==> src/rtl/norm_sequencer.sv <==
// Mantissa normalizer: one left shift per cycle, or one right shift on carry, with exponent adjustment.
// Optional sticky bit tracking is built only when NORM_STICKY_EN is defined.
module norm_sequencer #(
  parameter int N_mant = 25,
  parameter int N_exp  = 8
) (
  input  logic              clk,
  input  logic              rst,
  input  logic              start,
  input  logic [N_mant-1:0] mantissa_in,
  input  logic [N_exp-1:0]  expoente_in,
  output logic              busy,
  output logic              done,
  output logic [N_mant-2:0] mantissa_out,
  output logic [N_exp-1:0]  expoente_out,
  output logic              sticky,
  output logic              zero,
  output logic              underflow,
  output logic              overflow
);

  typedef enum logic [1:0] {IDLE, RUN, DONE} state_t;

  localparam logic [N_exp-1:0] EXP_ONE = N_exp'(1);
  localparam logic [N_exp-1:0] EXP_MAX = '1;

  state_t            state;
  logic [N_mant-1:0] mant_q;
  logic [N_exp-1:0]  exp_q;
  logic [N_exp-1:0]  exp_inc;
  logic [N_exp-1:0]  exp_dec;
  logic              mant_zero;
  logic              carry_bit;
  logic              hidden_bit;

  assign exp_inc    = exp_q + EXP_ONE;
  assign exp_dec    = exp_q - EXP_ONE;
  assign mant_zero  = (mant_q == '0);
  assign carry_bit  = mant_q[N_mant-1];
  assign hidden_bit = mant_q[N_mant-2];

  assign mantissa_out = mant_q[N_mant-2:0];
  assign expoente_out = exp_q;

  // RUN resolves exactly one case per cycle: zero, carry, normalized, underflow, then left shift.
  always_ff @(posedge clk) begin
    if (rst) begin
      state     <= IDLE;
      busy      <= 1'b0;
      done      <= 1'b0;
      mant_q    <= '0;
      exp_q     <= '0;
      zero      <= 1'b0;
      underflow <= 1'b0;
      overflow  <= 1'b0;
    end else begin
      case (state)
        IDLE: begin
          done <= 1'b0;
          if (start) begin
            mant_q    <= mantissa_in;
            exp_q     <= expoente_in;
            zero      <= 1'b0;
            underflow <= 1'b0;
            overflow  <= 1'b0;
            busy      <= 1'b1;
            state     <= RUN;
          end
        end
        RUN: begin
          if (mant_zero) begin
            zero  <= 1'b1;
            busy  <= 1'b0;
            done  <= 1'b1;
            state <= DONE;
          end else if (carry_bit) begin
            mant_q   <= mant_q >> 1;
            exp_q    <= exp_inc;
            overflow <= (exp_inc == EXP_MAX);
            busy     <= 1'b0;
            done     <= 1'b1;
            state    <= DONE;
          end else if (hidden_bit) begin
            busy  <= 1'b0;
            done  <= 1'b1;
            state <= DONE;
          end else if (exp_q == '0) begin
            underflow <= 1'b1;
            busy      <= 1'b0;
            done      <= 1'b1;
            state     <= DONE;
          end else begin
            mant_q <= {mant_q[N_mant-2:0], 1'b0};
            exp_q  <= exp_dec;
          end
        end
        DONE: begin
          done  <= 1'b0;
          state <= IDLE;
        end
        default: begin
          busy  <= 1'b0;
          done  <= 1'b0;
          state <= IDLE;
        end
      endcase
    end
  end

`ifdef NORM_STICKY_EN
  logic sticky_q;

  // Only the carry right shift can push a bit off the bottom of the mantissa.
  always_ff @(posedge clk) begin
    if (rst) begin
      sticky_q <= 1'b0;
    end else if (state == IDLE && start) begin
      sticky_q <= 1'b0;
    end else if (state == RUN && !mant_zero && carry_bit) begin
      sticky_q <= sticky_q | mant_q[0];
    end
  end

  assign sticky = sticky_q;
`else
  assign sticky = 1'b0;
`endif

endmodule

==> config.mk <==
export PLATFORM = sky130hd
export DESIGN_NAME = norm_sequencer
export DESIGN_NICKNAME = d
export VERILOG_FILES = /design/src/rtl/norm_sequencer.sv
export SDC_FILE = /design/constraint.sdc
export NUM_CORES = 1
export LEC_CHECK = 0
export ABC_AREA = 1
export CORE_MARGIN = 5
export CORE_UTILIZATION = 58
export CTS_BUF_LIST = sky130_fd_sc_hd__clkbuf_16
export DETAILED_ROUTE_END_ITERATION = 12
export DONT_BUFFER_PORTS = 1
export PLACE_DENSITY_LB_ADDON = 0.12
export RECOVER_POWER = 100
export SLEW_MARGIN = 20
export SYNTH_ARGS = -nofsm -noshare
export SYNTH_HDL_FRONTEND = slang
export SYNTH_SLANG_ARGS = --single-unit
==> constraint.sdc <==
create_clock -name clk -period 1.6 [get_ports clk]
set_input_delay 0.16 -clock clk [delete_from_list [all_inputs] [get_ports clk]]
set_output_delay 0.16 -clock clk [all_outputs]
set_load 0.1 [all_outputs]
Word-level counts from Yosys, hierarchy flattened. Cells that the tools add are included.

Register bits after elaboration: 40. Input port bits: 36. Word-level logic and storage cells: 77.

Add/subtract/negate cells: 2. Eq/ne operators: 13. Muxes and demuxes: 38. Bitwise gates (word level): 2. Reductions and logical operators: 13.

Operators by type and width (number): 24-bit 2-to-1 mux (3); 25-bit 2-to-1 mux (2); 25-bit case mux with 2 select lines (1); 8-bit 2-to-1 mux (5); 25-bit zero test (1); 1-bit 2-to-1 mux (16); 8-bit case mux with 2 select lines (1); 2-bit inequality test (second input constant) (7); 2-bit 2-to-1 mux (5); 3-bit AND reduction (3); 8-bit by 1-bit adder with 8-bit output (second input constant) (1); 8-bit == test (second input constant) (1); 8-bit zero test (1); 8-bit by 1-bit subtractor with 8-bit output (second input constant) (1); 3-bit inequality test (second input constant) (2); 1-bit case mux with 2 select lines (3); 6-bit AND reduction (1); 5-bit inequality test (second input constant) (1); 5-bit AND reduction (1); 2-bit case mux with 2 select lines (1); 4-bit AND reduction (1); 4-bit nonzero test (1); 1-bit case mux with 3 select lines (1); 2-bit by 1-bit == test with 1-bit output (second input constant) (1); other kinds (6) (7).

Depth between registers and ports, before layout.
Depth after elaboration: 6. Mapped depth: 12. Depth with buffers taken out: 12.

Least setup slack after synthesis. No wires, ideal clock.

Path type: flip-flop to flip-flop. Start: reg exp_q[0] (netlist: expoente_out[0]). End: reg exp_q[1] (netlist: expoente_out[1]). Arrival: 2.363 ns. Slack: -0.829 ns. Cell stages (with the launch flop): 9. Cell sequence: dfxtp_1 > inv_1 > ha_1 > nand4_2 > nand2_1 > nand2_1 > clkbuf_1 > a21oi_1 > nor2_1.

Cells in the longest elaborated chain, start to end: 6. Elaborated cells on any way between the ends: 10. Classes of those cells: add/sub (2); eq/ne (1); mux (5); reduce/logical (2).

RTL lines: start: declaration (RTL line 29) `logic [N_exp-1:0] exp_q;`; start signal: assignment (RTL line 62) `exp_q <= expoente_in;`; start signal: assignment (RTL line 78) `exp_q <= exp_inc;`; start signal: assignment (RTL line 94) `exp_q <= exp_dec;`; 8-bit by 1-bit subtractor with 8-bit output (RTL line 37) `assign exp_dec = exp_q - EXP_ONE;`; 8-bit 2-to-1 mux (RTL line 87) `end else if (exp_q == '0) begin`; 8-bit 2-to-1 mux (RTL line 83) `end else if (hidden_bit) begin`; 8-bit 2-to-1 mux (RTL line 76) `end else if (carry_bit) begin`; 8-bit 2-to-1 mux (RTL line 71) `if (mant_zero) begin`; 8-bit case mux with 2 select lines (RTL line 57) `case (state)`.

Several ways; a longest one is shown, not always the timed one. The select of a mux whose other input is x is not followed. A chain may end at the register's enable or synchronous reset.

Worst setup path in the final report.
Start: reg mant_q[13]. End: reg exp_q[2] (netlist: expoente_out[2]).

Cells in the longest elaborated chain, start to end: 3.

RTL lines: start: declaration (RTL line 28) `logic [N_mant-1:0] mant_q;`; start signal: assignment (RTL line 61) `mant_q <= mantissa_in;`; start signal: assignment (RTL line 77) `mant_q <= mant_q >> 1;`; start signal: assignment (RTL line 93) `mant_q <= {mant_q[N_mant-2:0], 1'b0};`; 25-bit zero test (RTL line 38) `assign mant_zero = (mant_q == '0);`; 2-bit inequality test (no line); 5-bit AND reduction (no line).

No other way between the ends.

==> results_tabular.tex <==
\begin{tabular}{lr}
\hline
Metric & Value \\
\hline
\multicolumn{2}{l}{\textbf{Yosys}} \\
Post-Syn Nets & 578 \\
Area contributors post-synth & dfxtp\_1, nand2\_1, nor2\_1 \\
Synth Register Bits & 40 \\
Library cell occupying the most area in the post-synthesis netlist & dfxtp\_1 \\
Share of flip-flops with an asynchronous set or reset after synthesis & 0\% \\
Sequential-to-total area share from yosys stat & 24.8\% \\
Most used flip-flop cell after synthesis & dfxtp\_1 \\
Number of distinct library cell variants in the gate-level netlist after synthesis & 35 \\
Area share of the leading cell type in the synthesized netlist & 24.8\% \\
Cell with the most instances after synthesis & nand2\_1 \\
Combined area of all synthesized cells & 3230 um\^{}2 \\
Number of warnings reported in the yosys synthesis log & 0 \\
Average instance area after synthesis & 6.01 um\^{}2 \\
Most frequent cells after synthesis & nand2\_1, nor2\_1, inv\_1 \\
Mapped Cells & 538 \\
Count of flip-flops with a built-in enable after synthesis & 0 \\
\multicolumn{2}{l}{\textbf{Floorplanning}} \\
Starting density of the core & 59.1\% \\
X dimension of the die & 84.7 um \\
Die height & 84.7 um \\
Die ar. & 7170 um\^{}2 \\
Core Footprint & 5470 um\^{}2 \\
Rows & 27 \\
Top Ports & 74 \\
\multicolumn{2}{l}{\textbf{Timing}} \\
Setup\_tns & -0.339 ns \\
Slew @ Worst Pin & 0.556 ns \\
Upper clock frequency limit & 611 MHz \\
Setup clock skew after layout & 0.00424 ns \\
Final critical path time including I/O delays and setup & 1.64 ns \\
Post-route clock period utilization & 102\% \\
Final Setup Violations & 20 \\
Final Max Tran Viols & 0 \\
Hold Fails Final Rpt & 0 \\
Relative slew slack & 62.9\% \\
Final worst-path setup slack & -0.0377 ns \\
RSZ-0062 raised after global routing & yes \\
\multicolumn{2}{l}{\textbf{Cells and area}} \\
Design Area, Final & 3930 um\^{}2 \\
Area growth from synthesis to final layout & 21.4\% \\
Final design utilization & 71.7\% \\
Post-layout nets & 606 \\
Antenna diode count & 0 \\
Layout cells sized above 1 & 24.0\% \\
\multicolumn{2}{l}{\textbf{Clocking}} \\
Clock input transition at the sequential cells of the worst setup and hold paths & 0.06 ns \\
Maximum number of buffers from clock root to sink & 2 \\
Root buffer cell & clkbuf\_16 \\
TritonCTS clock tree & yes \\
CTS H-Tree Depth & 2 \\
Clock sinks & 40 \\
Insertion delay of the later-clocked pin in the worst-skew pair & 0.28 ns \\
Number of buffers inserted during clock tree synthesis & 5 \\
\multicolumn{2}{l}{\textbf{Setup path}} \\
Crit Path Category & flop to flop \\
Crit Reg-Reg Endpoint & expoente\_out[2]\$\_SDFFE\_PP0P\_ \\
Number of cells on the worst reg-to-reg path & 11 \\
FF-to-FF Start & mant\_q[13]\$\_SDFFE\_PP0P\_ \\
Worst path arrival time & 1.81 ns \\
Largest fanout of any net on the critical path & 17 \\
CP Launch Type & flop \\
Critical path capture point type & flop \\
FF-to-FF setup slack & -0.04 ns \\
Endpoint required time on the critical path & 1.77 ns \\
\multicolumn{2}{l}{\textbf{GRT}} \\
Overall fraction of global-route tracks in use & 25.3\% \\
Total global routing overflow & 0 \\
Number of global-route vias before repair & 3260 \\
First-pass GRT wire length & 15200 um \\
Number of antenna violations at the first check in global routing & 0 \\
Largest net degree at the start of global routing & 40 \\
\multicolumn{2}{l}{\textbf{Run}} \\
Number of maximum-capacitance violations & 0 \\
\multicolumn{2}{l}{\textbf{Drt}} \\
First-pass iteration count of the detailed router & 4 \\
Vias per inst & 5.47 \\
Count of routing violations after the opening detailed-route iteration & 259 \\
Drt drc & 0 \\
Per-cell routed wire length & 15.4 um \\
Final ANT Viol Nets & 0 \\
Vias & 3498 \\
Detailed-route wire length & 9840 um \\
\multicolumn{2}{l}{\textbf{Outcome}} \\
Violations in the final reports & setup timing \\
Result of the run & finished with violations \\
\multicolumn{2}{l}{\textbf{Placement}} \\
Cell area after placement & 3540 um\^{}2 \\
Detailed Place HPWL & 6520 um \\
Port buffer count & 0 \\
Weighted congestion at the end of routability-driven global placement & 0.877 \\
\multicolumn{2}{l}{\textbf{Hold path}} \\
Kind of path behind the tightest hold check & primary input to flop \\
Hold path start & mantissa\_in[24] \\
Hold path endpoint & mant\_q[24]\$\_SDFFE\_PP0P\_ \\
Cell depth of the worst min-delay path & 2 \\
\multicolumn{2}{l}{\textbf{Pwr}} \\
Worst ir drop on vdd & 0.863 mV \\
Static Leak & 1.95 nW \\
Cell Pwr Density & 1460 nW/um\^{}2 \\
\hline
\end{tabular}
where the power goes:
group          switching (mW)  internal (mW)  leakage [nW]
Combinational            2.46          0.979          1.55
Sequential              0.115           1.18         0.336
Clock                   0.419          0.574        0.0678
Total                    3.00           2.74          1.95
critical path, cell delays in order, from the launching register on:
cell and delay, ns:
dfxtp_2 0.32, inv_2 0.06, nand2_2 0.07, nor2_2 0.11, nand2_1 0.07, nor2_2 0.15, nand2_2 0.12, nand2_4 0.11
nand2_8 0.09, clkbuf_16 0.21, a21oi_1 0.14, nor2_1 0.06
cells in the final DEF, fill, tap and decap left out, types with 9 or more instances in the layout:
cell	count
clkbuf_16	9
inv_1	52
buf_4	59
nand3_1	38
nand2_1	127
o21ai_0	15
nor2_1	81
o21ai_1	17
a21oi_1	27
dfxtp_1	28
inv_2	12
nand3b_1	25
a21oi_2	11
how the worst max path moves through the flow:
stage                                       from                           end  slack (ns)
floorplan           expoente_out[2]$_SDFFE_PP0P_       mant_q[18]$_SDFFE_PP0P_       0.002
global placement    expoente_out[0]$_SDFFE_PP0P_  expoente_out[6]$_SDFFE_PP0P_        0.05
detailed placement       mant_q[14]$_SDFFE_PP0P_       mant_q[18]$_SDFFE_PP0P_       -0.02
CTS                 expoente_out[0]$_SDFFE_PP0P_       mant_q[18]$_SDFFE_PP0P_        0.01
global route             mant_q[13]$_SDFFE_PP0P_  expoente_out[5]$_SDFFE_PP0P_       -0.11
finish                   mant_q[13]$_SDFFE_PP0P_  expoente_out[2]$_SDFFE_PP0P_       -0.04
kinds of logic (layout without fill, tap and decap cells):
family | count (synthesis) | in the layout | synth area share, %
AND/OR/NAND/NOR | 296 | 296 | 41.1
buffers and inverters | 118 | 147 | 19.4
AO/OA/AOI/OAI | 75 | 75 | 12.0
flip-flops | 40 | 40 | 24.8
adder cells (fa/ha/maj) | 4 | 4 | 1.55
XOR/XNOR | 3 | 3 | 0.813
other | 1 | 1 | 0.116
multiplexers | 1 | 1 | 0.309
sequential cells by signal, indices dropped and copies added (netlist names):
register and count:
expoente_out 8, busy 1, underflow 1, state 2, zero 1, done 1
overflow 1, mant_q 25
area by class of cell:
cell class,count,area (um^2)
clock inverters,3,17.5
well taps,72,90.1
inverters,65,246
fillers,483,1550
flip-flops and latches,40,828
repair buffers,74,706
multi-input cells,380,1910
clock buffers,5,125
metrics by stage:
stage	hold slack (ns)	worst slack, ns	power (mW)	std cells
after global placement	0.231	0.0547	4.42	623
final	0.0344	-0.0377	5.74	639
after CTS	0.0292	0.0131	5.47	632
after floorplan	0.229	0.00157	3.94	538
after detailed placement	0.234	-0.0218	4.45	623
after global routing	0.0299	-0.106	6.06	639
metal layers:
metal / share of wire [%] / GRT usage (%)
met1: 42 / 33.3
met2: 46 / 40.4
met3: 9.2 / 6.87
met4: 2.2 / 7.77
met5: 0 / 0
what timing repair did:
item,in CTS,in global routing
setup buffers,0,3
hold buffers,1,0
endpoints found under the setup margin,7,33
pin swaps,0,9
hold endpoints to repair,4,0
cloned,0,4
resized for setup,1,40
(Power assumes the default switching activity.)
